==> src/rtl/pool_stream_if.sv <==
// Streaming handshake bundle for pool_stream_engine.
//   mode        : 0 = max pooling, 1 = average pooling (latched per frame by the engine)
//   in_valid    : ifm carries a pixel
//   in_ready    : engine can take the pixel this cycle
//   ifm         : signed input pixel
//   out_valid   : data_output carries a pooled value
//   out_ready   : downstream takes data_output this cycle
//   data_output : signed pooled value
//   end_pool    : marks the final output beat of a frame
// master drives the input side and consumes the output side; slave is the engine.
interface pool_stream_if #(
    parameter int unsigned DATA_WIDTH = 16
);
    logic                  mode;
    logic                  in_valid;
    logic                  in_ready;
    logic [DATA_WIDTH-1:0] ifm;
    logic                  out_valid;
    logic                  out_ready;
    logic [DATA_WIDTH-1:0] data_output;
    logic                  end_pool;

    modport master (
        output mode, in_valid, ifm, out_ready,
        input  in_ready, out_valid, data_output, end_pool
    );

    modport slave (
        input  mode, in_valid, ifm, out_ready,
        output in_ready, out_valid, data_output, end_pool
    );
endinterface

==> src/rtl/pool_stream_engine.sv <==
// Single-clock streaming pooling engine with a K-row line buffer.
// Pixels arrive column fastest, then row, then channel; one pooled value leaves per complete
// KxK window in raster order, selectable max or floor-average, with a one-entry output register.
// Ports:
//   clk : rising-edge clock
//   rst : synchronous active-high reset
//   bus : pool_stream_if slave (mode, in_valid/in_ready/ifm, out_valid/out_ready/data_output,
//         end_pool)
module pool_stream_engine #(
    parameter int unsigned DATA_WIDTH  = 16,
    parameter int unsigned IFM_SIZE    = 8,
    parameter int unsigned KERNEL_POOL = 2,
    parameter int unsigned STRIDE_POOL = 2,
    parameter int unsigned CI          = 3
) (
    input logic         clk,
    input logic         rst,
    pool_stream_if.slave bus
);
    localparam int unsigned OFM_SIZE = (IFM_SIZE - KERNEL_POOL) / STRIDE_POOL + 1;
    localparam int unsigned LOG2K    = $clog2(KERNEL_POOL);
    localparam int unsigned CW       = (IFM_SIZE > 1) ? $clog2(IFM_SIZE) : 1;
    localparam int unsigned CHW      = (CI > 1) ? $clog2(CI) : 1;
    localparam int unsigned SW       = DATA_WIDTH + 2 * LOG2K;
    // Row/column of the pixel that completes the last window of a channel.
    localparam int unsigned LAST     = (OFM_SIZE - 1) * STRIDE_POOL + KERNEL_POOL - 1;

    logic [CW-1:0]  col_q, col_d;
    logic [CW-1:0]  row_q, row_d;
    logic [CHW-1:0] ch_q, ch_d;
    logic           mode_q, mode_d;
    logic           out_valid_q, out_valid_d;
    logic           end_q, end_d;
    logic [DATA_WIDTH-1:0] data_q, data_d;

    logic [DATA_WIDTH-1:0] lb_q [KERNEL_POOL][IFM_SIZE];

    logic in_ready_w;
    logic accept;
    logic col_last, row_last, ch_last;
    logic first_px;
    logic win_done;
    logic is_last;

    logic signed [DATA_WIDTH-1:0] win [KERNEL_POOL][KERNEL_POOL];
    logic signed [DATA_WIDTH-1:0] pool_max;
    logic signed [SW-1:0]         pool_sum;
    logic signed [DATA_WIDTH-1:0] pool_avg;
    logic signed [DATA_WIDTH-1:0] result;

    // One-entry output register: accept input whenever the slot is free or draining.
    assign in_ready_w = !out_valid_q || bus.out_ready;
    assign accept     = bus.in_valid && in_ready_w;

    assign col_last = (32'(col_q) == IFM_SIZE - 1);
    assign row_last = (32'(row_q) == IFM_SIZE - 1);
    assign ch_last  = (32'(ch_q) == CI - 1);
    assign first_px = (col_q == '0) && (row_q == '0) && (ch_q == '0);

    // Window ends here when both coordinates sit on a stride point of a full window.
    assign win_done = (32'(row_q) >= KERNEL_POOL - 1) && (32'(col_q) >= KERNEL_POOL - 1) &&
                      ((32'(row_q) - (KERNEL_POOL - 1)) % STRIDE_POOL == 0) &&
                      ((32'(col_q) - (KERNEL_POOL - 1)) % STRIDE_POOL == 0);
    assign is_last  = ch_last && (32'(row_q) == LAST) && (32'(col_q) == LAST);

    // Raster counters advance on acceptance only.
    always_comb begin
        col_d  = col_q;
        row_d  = row_q;
        ch_d   = ch_q;
        mode_d = mode_q;
        if (accept) begin
            if (first_px) begin
                mode_d = bus.mode;
            end
            if (col_last) begin
                col_d = '0;
                if (row_last) begin
                    row_d = '0;
                    ch_d  = ch_last ? '0 : ch_q + CHW'(1);
                end else begin
                    row_d = row_q + CW'(1);
                end
            end else begin
                col_d = col_q + CW'(1);
            end
        end
    end

    // Gather the KxK window; the bottom-right sample is the live pixel, the rest come from
    // the line buffer (row index is row mod K since K is a power of two).
    always_comb begin
        for (int i = 0; i < KERNEL_POOL; i++) begin
            for (int j = 0; j < KERNEL_POOL; j++) begin
                if (i == KERNEL_POOL - 1 && j == KERNEL_POOL - 1) begin
                    win[i][j] = bus.ifm;
                end else begin
                    win[i][j] = lb_q[LOG2K'(row_q - CW'(KERNEL_POOL - 1 - i))]
                                    [col_q - CW'(KERNEL_POOL - 1 - j)];
                end
            end
        end
    end

    always_comb begin
        pool_max = win[0][0];
        pool_sum = '0;
        for (int i = 0; i < KERNEL_POOL; i++) begin
            for (int j = 0; j < KERNEL_POOL; j++) begin
                if (win[i][j] > pool_max) begin
                    pool_max = win[i][j];
                end
                pool_sum = pool_sum + SW'(win[i][j]);
            end
        end
        // Arithmetic shift floors toward -inf; the mean always fits DATA_WIDTH.
        pool_avg = DATA_WIDTH'(pool_sum >>> (2 * LOG2K));
        result   = mode_q ? pool_avg : pool_max;
    end

    always_comb begin
        out_valid_d = out_valid_q;
        data_d      = data_q;
        end_d       = end_q;
        if (accept && win_done) begin
            out_valid_d = 1'b1;
            data_d      = result;
            end_d       = is_last;
        end else if (bus.out_ready) begin
            out_valid_d = 1'b0;
            end_d       = 1'b0;
        end
    end

    always_ff @(posedge clk) begin
        if (rst) begin
            col_q       <= '0;
            row_q       <= '0;
            ch_q        <= '0;
            mode_q      <= 1'b0;
            out_valid_q <= 1'b0;
            end_q       <= 1'b0;
            data_q      <= '0;
        end else begin
            col_q       <= col_d;
            row_q       <= row_d;
            ch_q        <= ch_d;
            mode_q      <= mode_d;
            out_valid_q <= out_valid_d;
            end_q       <= end_d;
            data_q      <= data_d;
        end
    end

    // Line-buffer contents need no reset; stale rows are always overwritten before use.
    always_ff @(posedge clk) begin
        if (accept) begin
            lb_q[row_q[LOG2K-1:0]][col_q] <= bus.ifm;
        end
    end

    assign bus.in_ready    = in_ready_w;
    assign bus.out_valid   = out_valid_q;
    assign bus.data_output = data_q;
    assign bus.end_pool    = end_q;
endmodule

==> src/flat_wrapper.sv <==
// flat-port wrapper written by rule: the top's interface ports become plain ports
module pool_stream_engine_flat 
#(
    parameter int unsigned DATA_WIDTH  = 16,
    parameter int unsigned IFM_SIZE    = 8,
    parameter int unsigned KERNEL_POOL = 2,
    parameter int unsigned STRIDE_POOL = 2,
    parameter int unsigned CI          = 3
)
  (clk, rst, bus_mode, bus_in_valid, bus_ifm, bus_out_ready, bus_in_ready, bus_out_valid, bus_data_output, bus_end_pool);
  pool_stream_if #(.DATA_WIDTH(DATA_WIDTH)) bus_i ();
  input logic clk;
  input logic rst;
  input wire logic [$bits(bus_i.mode)-1:0] bus_mode;
  input wire logic [$bits(bus_i.in_valid)-1:0] bus_in_valid;
  input wire logic [$bits(bus_i.ifm)-1:0] bus_ifm;
  input wire logic [$bits(bus_i.out_ready)-1:0] bus_out_ready;
  output wire logic [$bits(bus_i.in_ready)-1:0] bus_in_ready;
  output wire logic [$bits(bus_i.out_valid)-1:0] bus_out_valid;
  output wire logic [$bits(bus_i.data_output)-1:0] bus_data_output;
  output wire logic [$bits(bus_i.end_pool)-1:0] bus_end_pool;
  assign bus_i.mode = bus_mode;
  assign bus_i.in_valid = bus_in_valid;
  assign bus_i.ifm = bus_ifm;
  assign bus_i.out_ready = bus_out_ready;
  assign bus_in_ready = bus_i.in_ready;
  assign bus_out_valid = bus_i.out_valid;
  assign bus_data_output = bus_i.data_output;
  assign bus_end_pool = bus_i.end_pool;
  pool_stream_engine #(.DATA_WIDTH(DATA_WIDTH), .IFM_SIZE(IFM_SIZE), .KERNEL_POOL(KERNEL_POOL), .STRIDE_POOL(STRIDE_POOL), .CI(CI)) u_core (.clk(clk), .rst(rst), .bus(bus_i));
endmodule
==> config.mk <==
export PLATFORM = sky130hd
export DESIGN_NAME = pool_stream_engine_flat
export DESIGN_NICKNAME = d
export VERILOG_FILES = /design/src/rtl/pool_stream_if.sv /design/src/rtl/pool_stream_engine.sv /design/src/flat_wrapper.sv
export SDC_FILE = /design/constraint.sdc
export NUM_CORES = 1
export LEC_CHECK = 0
export CAP_MARGIN = 40
export CORE_UTILIZATION = 55
export CTS_BUF_LIST = sky130_fd_sc_hd__clkbuf_2 sky130_fd_sc_hd__clkbuf_4 sky130_fd_sc_hd__clkbuf_8
export CTS_CLUSTER_DIAMETER = 40
export DETAILED_ROUTE_END_ITERATION = 10
export PLACE_DENSITY = 0.84
export SETUP_SLACK_MARGIN = 0.15
export SLEW_MARGIN = 5
export SYNTH_ARGS = -nofsm -noshare
export SYNTH_HDL_FRONTEND = slang
export SYNTH_SLANG_ARGS = --single-unit
==> constraint.sdc <==
create_clock -name clk -period 13.1 [get_ports clk]
set_input_delay 3.93 -clock clk [delete_from_list [all_inputs] [get_ports clk]]
set_output_delay 3.93 -clock clk [all_outputs]
set_load 0.02 [all_outputs]
==> results.ini, run 1 <==
[outcome]
status=finished, final reports clean

[clock_network]
clkSlewWorstSetupHoldPaths_ns=0.06
h-tree-depth=2
cts_buffer_depth=3
insertion_delay_ns=0.58
cts_sinks=284
holdBufCountCts=0
tritoncts=built
cts_setup_buffers=0
cts_buffers=47
cts-root-buf=clkbuf_8
cts-resized-gates=0

[synthesis]
netlist_top_cells_count=256 x edfxtp_1, 159 x mux2i_1, 106 x mux4_2
synth.area.top_cells=edfxtp_1 45%, mux4_2 14%, mux2i_1 9.3%, ha_1 5.1%, fa_1 3.9%
synth_top_family_by_area=multiplexers
synth_compound_area_share_pct=7.841
yosysTopAreaCell=edfxtp_1
async_reset_ff_share_pct=0
yosysSeqAreaShare_pct=48.22
synth-seq-cells=284
syn-cell-area_sq_mm=0.01711
synth_fa_ha_area_share_pct=8.982
synth_edf_count=256
muxShareOfSynthArea_pct=24.53
syn_area_per_cell_sq_um=13.98
synthCells=1224
synth-xor-area-share_pct=0.8631
synth.most_common_cell=edfxtp_1
dominantRegCellSynth=edfxtp_1
synth_nets=1348
yosys.area_share.simple_pct=6.488
yosysWarningCount=0
synth_cell_type_count=70
synth_top_area_share_pct=44.94

[floorplanning]
start_util_pct=55.92
top_level_ports=40
die_y_um=178.4
fp.coreArea_sq_mm=0.03059
rows=64
die_x_um=178.4
die_area_sq_mm=0.03181

[global_routing]
grt_max_degree=143
grt_pass1_wl_um=71610
grt_pass1_vias=11760
gr-total-overflow=0
antenna_found_initial=0
grt_usage_pct=31.01

[sta]
slew_headroom_pct=18.86
fin_setup_tns_ns=0
max_clock_freq_mhz=103.4
fin_crit_sh_pct=73.82
worst_pin_slew_ns=1.217
finClkSkew_ns=0.01344
rsz0062_at_grt=false
drv_slew=0
setup_violations=0
period_needed_ns=9.671
hold_viol=0

[critical_path]
cp-end-kind=register
crit_top_cell=a21oi_1
crit_path_top_delay_cell=dfxtp_4
critPathLaunchType=register
path_max_fanout=43
critical_path_class=register to register
cp.required_ns=13.54
max_stage_delay_ns=0.74
ff2ff_setup_slack_ns=3.43
cp.arrival_ns=10.12

[place]
dpl.hpwl_um=31780
dp_cells=1632
numPortBuffers=39
place_congestion=1.017

[detailed_routing]
ant_nets=0
drt-initial-drc-count=1511
drc=0
drt_pass1_iterations=5
vias=12110
drt_wl_total_um=48260
viasPerCell=7.067
wire_per_inst_um=28.18

[cells_and_area]
antenna_cells=0
layout-drive-gt1-share_pct=19.89
nNetsFinal=1409
layout.cells.non_filler=1713
syn2layout_area_growth_pct=11.16

[power_and_ir_drop]
power.leakage_nw=6.424
ir_drop_v=0.00007799
p_per_area_mw_per_mm2=145.1

[min_path]
hp-class=register to register

[run]
drv_cap=0

==> power by group <==
part | internal [mW] | switching [mW] | total [mW] | leakage (nW)
combinational | 0.409 | 0.586 | 0.995 | 3.41
clock | 0.404 | 0.355 | 0.760 | 0.474
sequential | 0.996 | 0.00842 | 1.00 | 2.54
==> through the flow <==
| stage | cell area [sq um] | hold slack (ns) | worst slack (ns) | util [%] | power (mW) |
|---|---|---|---|---|---|
| after global routing | 19020 | 0.4809 | 2.844 | 62.16 | 2.882 |
| after detailed placement | 18120 | 0.4565 | 3.571 | 59.24 | 1.980 |
| after global placement | 18050 | 0.4473 | 3.739 | 58.99 | 1.967 |
| final | 19020 | 0.4643 | 3.429 | 62.16 | 2.759 |
| after CTS | 19020 | 0.4653 | 3.573 | 62.16 | 2.735 |
| after floorplan | 17110 | 0.4613 | 3.830 | - | 1.719 |
==> cells in the final DEF, fill, tap and decap left out, types with 21 or more instances in the layout <==
cell type          n
dfxtp_1           25
ha_1              70
inv_1             51
clkbuf_8          47
nand3_1           21
a21oi_1           37
edfxtp_1         256
nand2_1           53
nor2_1            33
mux2i_1          159
fa_1              33
clkdlybuf4s50_1   39
buf_4             39
o22ai_1           67
o21ai_0           31
mux4_2           106
==> worst paths after layout <==
kind / to / cells after the start / from
worst max-delay path: u_core.bus.data_output[11]$_SDFFE_PP0P_ / 37 / u_core.col_q[0]$_SDFFE_PP0P_
worst min-delay path: u_core.bus.data_output[15]$_SDFFE_PP0P_ / 1 / u_core.bus.data_output[15]$_SDFFE_PP0P_
worst max register to register: u_core.bus.data_output[11]$_SDFFE_PP0P_ / 37 / u_core.col_q[0]$_SDFFE_PP0P_
worst min register to register: u_core.bus.data_output[15]$_SDFFE_PP0P_ / 1 / u_core.bus.data_output[15]$_SDFFE_PP0P_
==> worst max-delay path, delay by kind of cell (launching register included) <==
kind	cells	cell delay [ns]
XOR/XNOR	1	0.14
multiplexers	4	1.57
AND/OR/NAND/NOR	9	1.89
AO/OA/AOI/OAI	14	2.52
buffers and inverters	5	1.34
adder cells (fa/ha/maj)	4	1.25
flip-flops	1	0.74
==> logic make-up after synthesis <==
kind of cell             Yosys count
AO/OA/AOI/OAI                    205
XOR/XNOR                          16
adder cells (fa/ha/maj)          103
buffers and inverters            122
flip-flops                       284
multiplexers                     279
AND/OR/NAND/NOR                  215
==> metal layers <==
metal / GRT usage (%) / routed length [um]
met5: 0 / 0
met4: 16.35 / 2757
met3: 7.396 / 5992
met2: 47.21 / 21700
met1: 41.38 / 17810
==> registers in the layout, summed over array words and instances (netlist names), named ones only <==
name                    flops
u_core.bus.data_output     16
u_core.bus.end_pool         1
u_core.bus.out_valid        1
u_core.ch_q                 2
u_core.col_q                3
u_core.lb_q               256
u_core.mode_q               1
u_core.row_q                3
==> layout make-up <==
cell class,count,area (sq um)
clock buffer,57,721.9
clock inverter,24,173.9
fill,2211,11570
multi-input combinational,818,8401
timing repair buffer,82,769.5
sequential,284,8259
inverter,52,195.2
tap,396,495.5
Power figures use the tool's default switching activity.
==> run 2, diff against run 1 <==
PLACE_DENSITY = 0.87   (was 0.84)
clock period = 8.6 ns   (was 13.1 ns; I/O delays follow)
==> results.ini, run 2 (same netlist as run 1, synthesis figures left out) <==
[outcome]
status=finished, final reports clean

[detailed_routing]
ant_nets=0  ; unchanged
vias=12490  ; +3.2%
drt_wl_total_um=50040  ; +3.7%
drc=0  ; unchanged
drt_pass1_iterations=7  ; +2
wire_per_inst_um=28.45  ; +0.97%
viasPerCell=7.101  ; +0.47%
drt-initial-drc-count=1666  ; +10%

[cells_and_area]
multiInputGateArea_sq_mm=0.008469  ; +0.82%
seqCellArea_sq_mm=0.008262  ; about the same
antenna_cells=0  ; unchanged
fillerInstances=2155  ; -2.5%
syn2layout_area_growth_pct=14.37
layout.cells.non_filler=1759  ; +2.7%
layout_commonest_cell=edfxtp_1
layout-drive-gt1-share_pct=23.99  ; +4.1 points
final_cell_area_sq_mm=0.01956  ; +2.9%
layout_common_cells=256 x edfxtp_1, 151 x mux2i_1, 106 x mux4_2
post-route-util_pct=63.96  ; +1.8 points
nNetsFinal=1454  ; +3.2%
largest_reg_flops=256  ; unchanged

[sta]
hold_viol=0  ; unchanged
rsz0062_at_grt=false
setup_violations=0  ; unchanged
drv_slew=0  ; unchanged
fin_crit_sh_pct=94.65  ; +21 points
worst_pin_slew_ns=0.9298  ; -0.2873 ns
slew_headroom_pct=37.82  ; +19 points
period_needed_ns=8.140  ; -1.531 ns
max_clock_freq_mhz=122.8  ; +19%
fin_ws_ns=0.4599  ; -2.969 ns
fin_setup_tns_ns=0  ; unchanged
hold_ws_ns=0.4641  ; -0.0001190 ns
finClkSkew_ns=0.02705  ; +0.01360 ns

[critical_path]
cp.required_ns=9.11  ; -4.43 ns
cpLargestDelayFamily=compound AO/OA/AOI/OAI gates
crit_path_top_delay_cell=mux4_2
cp-end-kind=register
critical_path_class=register to register
cp.arrival_ns=8.65  ; -1.47 ns
critPathLaunchType=register
path_max_fanout=12  ; -72%
path_buf_inv=6  ; +1
ff2ff_setup_slack_ns=0.46  ; -2.97 ns
max_stage_delay_ns=0.52  ; -0.22 ns

[place]
placed_area_sq_mm=0.01835  ; +1.3%
place_congestion=1.021  ; +0.40%
numPortBuffers=39  ; unchanged
place_ws_ns=0.3311  ; -3.240 ns
dpl.hpwl_um=32010  ; +0.72%
dp_cells=1660  ; +1.7%

[global_routing]
grt_pass1_wl_um=72430  ; +1.1%
grt_pass1_vias=12280  ; +4.4%
gr-total-overflow=0  ; unchanged
grt_usage_pct=31.14  ; +0.13 points
antenna_found_initial=0  ; unchanged
grt_max_degree=97  ; -32%

[clock_network]
cts_buffers=47  ; unchanged
clkSlewWorstSetupHoldPaths_ns=0.06  ; about the same
cts_sinks=284  ; unchanged
cts-root-buf=clkbuf_8
tritoncts=built
insertion_delay_ns=0.59  ; about the same
cts_buffer_depth=3  ; unchanged
h-tree-depth=2  ; unchanged

[power_and_ir_drop]
ir_drop_v=0.0001141  ; +46%
p_total_mw=4.322  ; +57%
p_per_area_mw_per_mm2=220.9  ; +52%
power.leakage_nw=6.688  ; +4.1%

[floorplanning]
die_x_um=178.4  ; unchanged
top_level_ports=40  ; unchanged
fp.coreArea_sq_mm=0.03059  ; unchanged
start_util_pct=55.92  ; unchanged
die_y_um=178.4  ; unchanged
rows=64  ; unchanged
die_area_sq_mm=0.03181  ; unchanged

[run]
drv_cap=0  ; unchanged

[min_path]
hp-class=register to register

[run 2: path summary, 6_finish.rpt]
path / from / endpoint / depth (start not counted)
min: u_core.bus.data_output[6]$_SDFFE_PP0P_ / u_core.bus.data_output[6]$_SDFFE_PP0P_ / 2
max: u_core.col_q[0]$_SDFFE_PP0P_ / u_core.bus.data_output[6]$_SDFFE_PP0P_ / 34
max reg2reg: u_core.col_q[0]$_SDFFE_PP0P_ / u_core.bus.data_output[6]$_SDFFE_PP0P_ / 34
min reg2reg: u_core.bus.data_output[6]$_SDFFE_PP0P_ / u_core.bus.data_output[6]$_SDFFE_PP0P_ / 2
[run 2: area by class of cell]
| type | instances | area share, % |
|---|---|---|
| clock inverter | 23 | 1.030 |
| timing repair buffer | 126 | 6.127 |
| clock buffer | 59 | 3.767 |
| tap | 396 | 2.533 |
| inverter | 52 | 1.023 |
| multi-input combinational | 819 | 43.29 |
| sequential | 284 | 42.23 |
[run 2: routing by layer]
| layer | up-vias | global-route usage (%) | share of wire [%] |
|---|---|---|---|
| met3 | 229 | 5.605 | 13 |
| met1 | 6080 | 41.44 | 36 |
| met2 | 1059 | 48.48 | 46 |
| met4 | 0 | 17.37 | 5.4 |
| met5 | - | 0 | 0 |
| li1 | 5122 | - | - |
[run 2: repair_timing]
action,in CTS,in global routing
setup endpoints to repair,0,16
hold buffers,0,0
resized for setup,0,30
setup buffers,0,14
[run 2: power breakdown]
| group | switching [mW] | internal [mW] |
|---|---|---|
| Sequential | 0.00910 | 1.52 |
| Clock | 0.563 | 0.635 |
| Combinational | 0.913 | 0.685 |
[run 2: worst min-delay path, cell delays in order, from the launching register on]
cell and delay (ns):
dfxtp_1 0.32, nand2_1 0.05, a21oi_1 0.05
==> run 3, diff against run 2 <==
CAP_MARGIN = 20   (was 40)
==> results.ini, run 3 (same netlist as run 1, synthesis figures left out) <==
[clock_network]
holdBufCountCts=0  ; unchanged
insertion_delay_ns=0.60  ; about the same
h-tree-depth=2  ; unchanged
cts-root-buf=clkbuf_8
cts_sinks=284  ; unchanged
cts_buffer_depth=3  ; unchanged
clkSlewWorstSetupHoldPaths_ns=0.06  ; about the same
cts_buffers=49  ; +4.3%
tritoncts=built

[cells_and_area]
nNetsFinal=1455  ; +0.069%
antenna_cells=0  ; unchanged
final_cell_area_sq_mm=0.01967  ; +0.55%
fillerInstances=2122  ; -1.5%
syn2layout_area_growth_pct=14.99
layout-drive-gt1-share_pct=24.12  ; +0.13 points
seqCellArea_sq_mm=0.008262  ; unchanged
multiInputGateArea_sq_mm=0.008466  ; about the same
layout.cells.non_filler=1764  ; +0.28%
layout_common_cells=256 x edfxtp_1, 152 x mux2i_1, 106 x mux4_2
largest_reg_flops=256  ; unchanged
layout_commonest_cell=edfxtp_1

[power_and_ir_drop]
combPwrFrac_pct=36.7  ; -0.3 points
clock_power_share_pct=28.8  ; +1.1 points
power.leakage_nw=6.742  ; +0.81%
p_int_mw=2.934  ; +3.5%
power_switching_mw=1.488  ; +0.14%
p_sw_share_pct=33.65  ; -0.73 points
p_per_area_mw_per_mm2=224.8  ; +1.8%
power_frac_seq_pct=34.5  ; -0.8 points
ir_drop_v=0.0001254  ; +9.9%

[sta]
max_clock_freq_mhz=123.0  ; about the same
rsz0062_at_grt=false
hold_viol=0  ; unchanged
fin_crit_sh_pct=94.56  ; about the same
period_needed_ns=8.133  ; -0.007564 ns
worst_pin_slew_ns=1.014  ; +0.08424 ns
slew_headroom_pct=32.26  ; -5.6 points
drv_slew=0  ; unchanged
fin_setup_tns_ns=0  ; unchanged
setup_violations=0  ; unchanged
finClkSkew_ns=0.02609  ; -0.0009562 ns

[floorplanning]
top_level_ports=40  ; unchanged
fp.coreArea_sq_mm=0.03059  ; unchanged
die_x_um=178.4  ; unchanged
start_util_pct=55.92  ; unchanged
die_area_sq_mm=0.03181  ; unchanged
die_y_um=178.4  ; unchanged
rows=64  ; unchanged

[run]
drv_cap=0  ; unchanged

[critical_path]
critPathLaunchType=register
rr_worst_depth=34  ; unchanged
path_max_fanout=20  ; +8
critPathLaunch=u_core.row_q[0]$_SDFFE_PP0P_
cp-end-kind=register
crit_top_cell=a21o_1
crit_path_top_delay_cell=or4_1
cp.required_ns=9.10  ; about the same
reg2reg_from=u_core.row_q[0]$_SDFFE_PP0P_
cp.arrival_ns=8.63  ; -0.02 ns
critical_path_class=register to register
max_stage_delay_ns=0.68  ; +0.16 ns

[place]
placed_area_sq_mm=0.01833  ; about the same
numPortBuffers=39  ; unchanged
place_congestion=1.021  ; unchanged
dpl.hpwl_um=32070  ; +0.19%
dp_cells=1658  ; -0.12%

[detailed_routing]
drc=0  ; unchanged
ant_nets=0  ; unchanged
vias=12530  ; +0.34%
drt_wl_total_um=49820  ; -0.44%
wire_per_inst_um=28.24  ; -0.72%
drt-initial-drc-count=1632  ; -2.0%
viasPerCell=7.104  ; about the same
drt_pass1_iterations=6  ; -1

[global_routing]
grt_max_degree=97  ; unchanged
grt_usage_pct=30.88  ; -0.26 points
grt_pass1_vias=12140  ; -1.2%
antenna_found_initial=1  ; +1
gr-total-overflow=0  ; unchanged
grt_pass1_wl_um=71840  ; -0.82%

[min_path]
hp-start=u_core.bus.data_output[15]$_SDFFE_PP0P_
min_path_cells=1  ; -1
hp-class=register to register

[outcome]
status=finished, final reports clean

==> run 3: changes by cell type in the layout (fill, tap and decap cells not counted), sizes merged <==
cell      previous run  this run
and2                 8         7
bufinv               2         3
clkinvlp             3         2
clkbuf              61        69
clkinv              15        14
inv                 55        54
==> run 3: final timing paths <==
path,to,slack [ns]
max reg2reg,u_core.bus.data_output[6]$_SDFFE_PP0P_,0.47
max,u_core.bus.data_output[6]$_SDFFE_PP0P_,0.47
min reg2reg,u_core.bus.data_output[15]$_SDFFE_PP0P_,0.46
min,u_core.bus.data_output[15]$_SDFFE_PP0P_,0.46
==> run 3: metrics by stage <==
stage          util [%]  setup WS (ns)  hold WS (ns)  total power, mW
2_1_floorplan         -         0.2245        0.4613            2.623
3_3_place_gp      59.93         0.5222        0.4468            3.005
3_5_place_dp      59.93         0.2840        0.4488            3.035
4_1_cts           63.25         0.1906        0.4619            4.301
5_1_grt           64.31        0.09354        0.4826            4.612
6_report          64.31         0.4674        0.4602            4.422
==> run 3: power groups by stage <==
stage / combinational (mW) / sequential (mW) / clock [mW]
after floorplan: 1.07 / 1.55 / 0
after global placement: 1.45 / 1.55 / 0
after detailed placement: 1.48 / 1.55 / 0
after CTS: 1.49 / 1.52 / 1.28
after global routing: 1.75 / 1.53 / 1.34
final: 1.62 / 1.53 / 1.28
==> run 3: what timing repair did <==
item | in CTS | in global routing
endpoints found under the setup margin | 0 | 16
setup buffers | 0 | 16
resized for setup | 0 | 30
==> run 3: layout make-up <==
type / instances / area share [%]
multi-input cells: 818 / 43.04
clock inverters: 21 / 1.018
well taps: 396 / 2.519
clock buffers: 67 / 4.147
inverters: 52 / 1.018
repair buffers: 126 / 6.265
flip-flops and latches: 284 / 42.00
==> run 3: critical path, delay by kind of cell, from the launching register on <==
kind / cells / cell delay, ns
adder cells (fa/ha/maj): 3 / 0.98
multiplexers: 2 / 0.74
AO/OA/AOI/OAI: 15 / 2.61
AND/OR/NAND/NOR: 8 / 2.20
buffers and inverters: 6 / 0.97
flip-flops: 1 / 0.49
==> run 3: metal layers <==
| metal | routed length [um] | GRT usage, % |
|---|---|---|
| met5 | 0 | 0 |
| met4 | 2991 | 16.24 |
| met1 | 17820 | 40.70 |
| met2 | 22640 | 47.95 |
| met3 | 6379 | 6.884 |
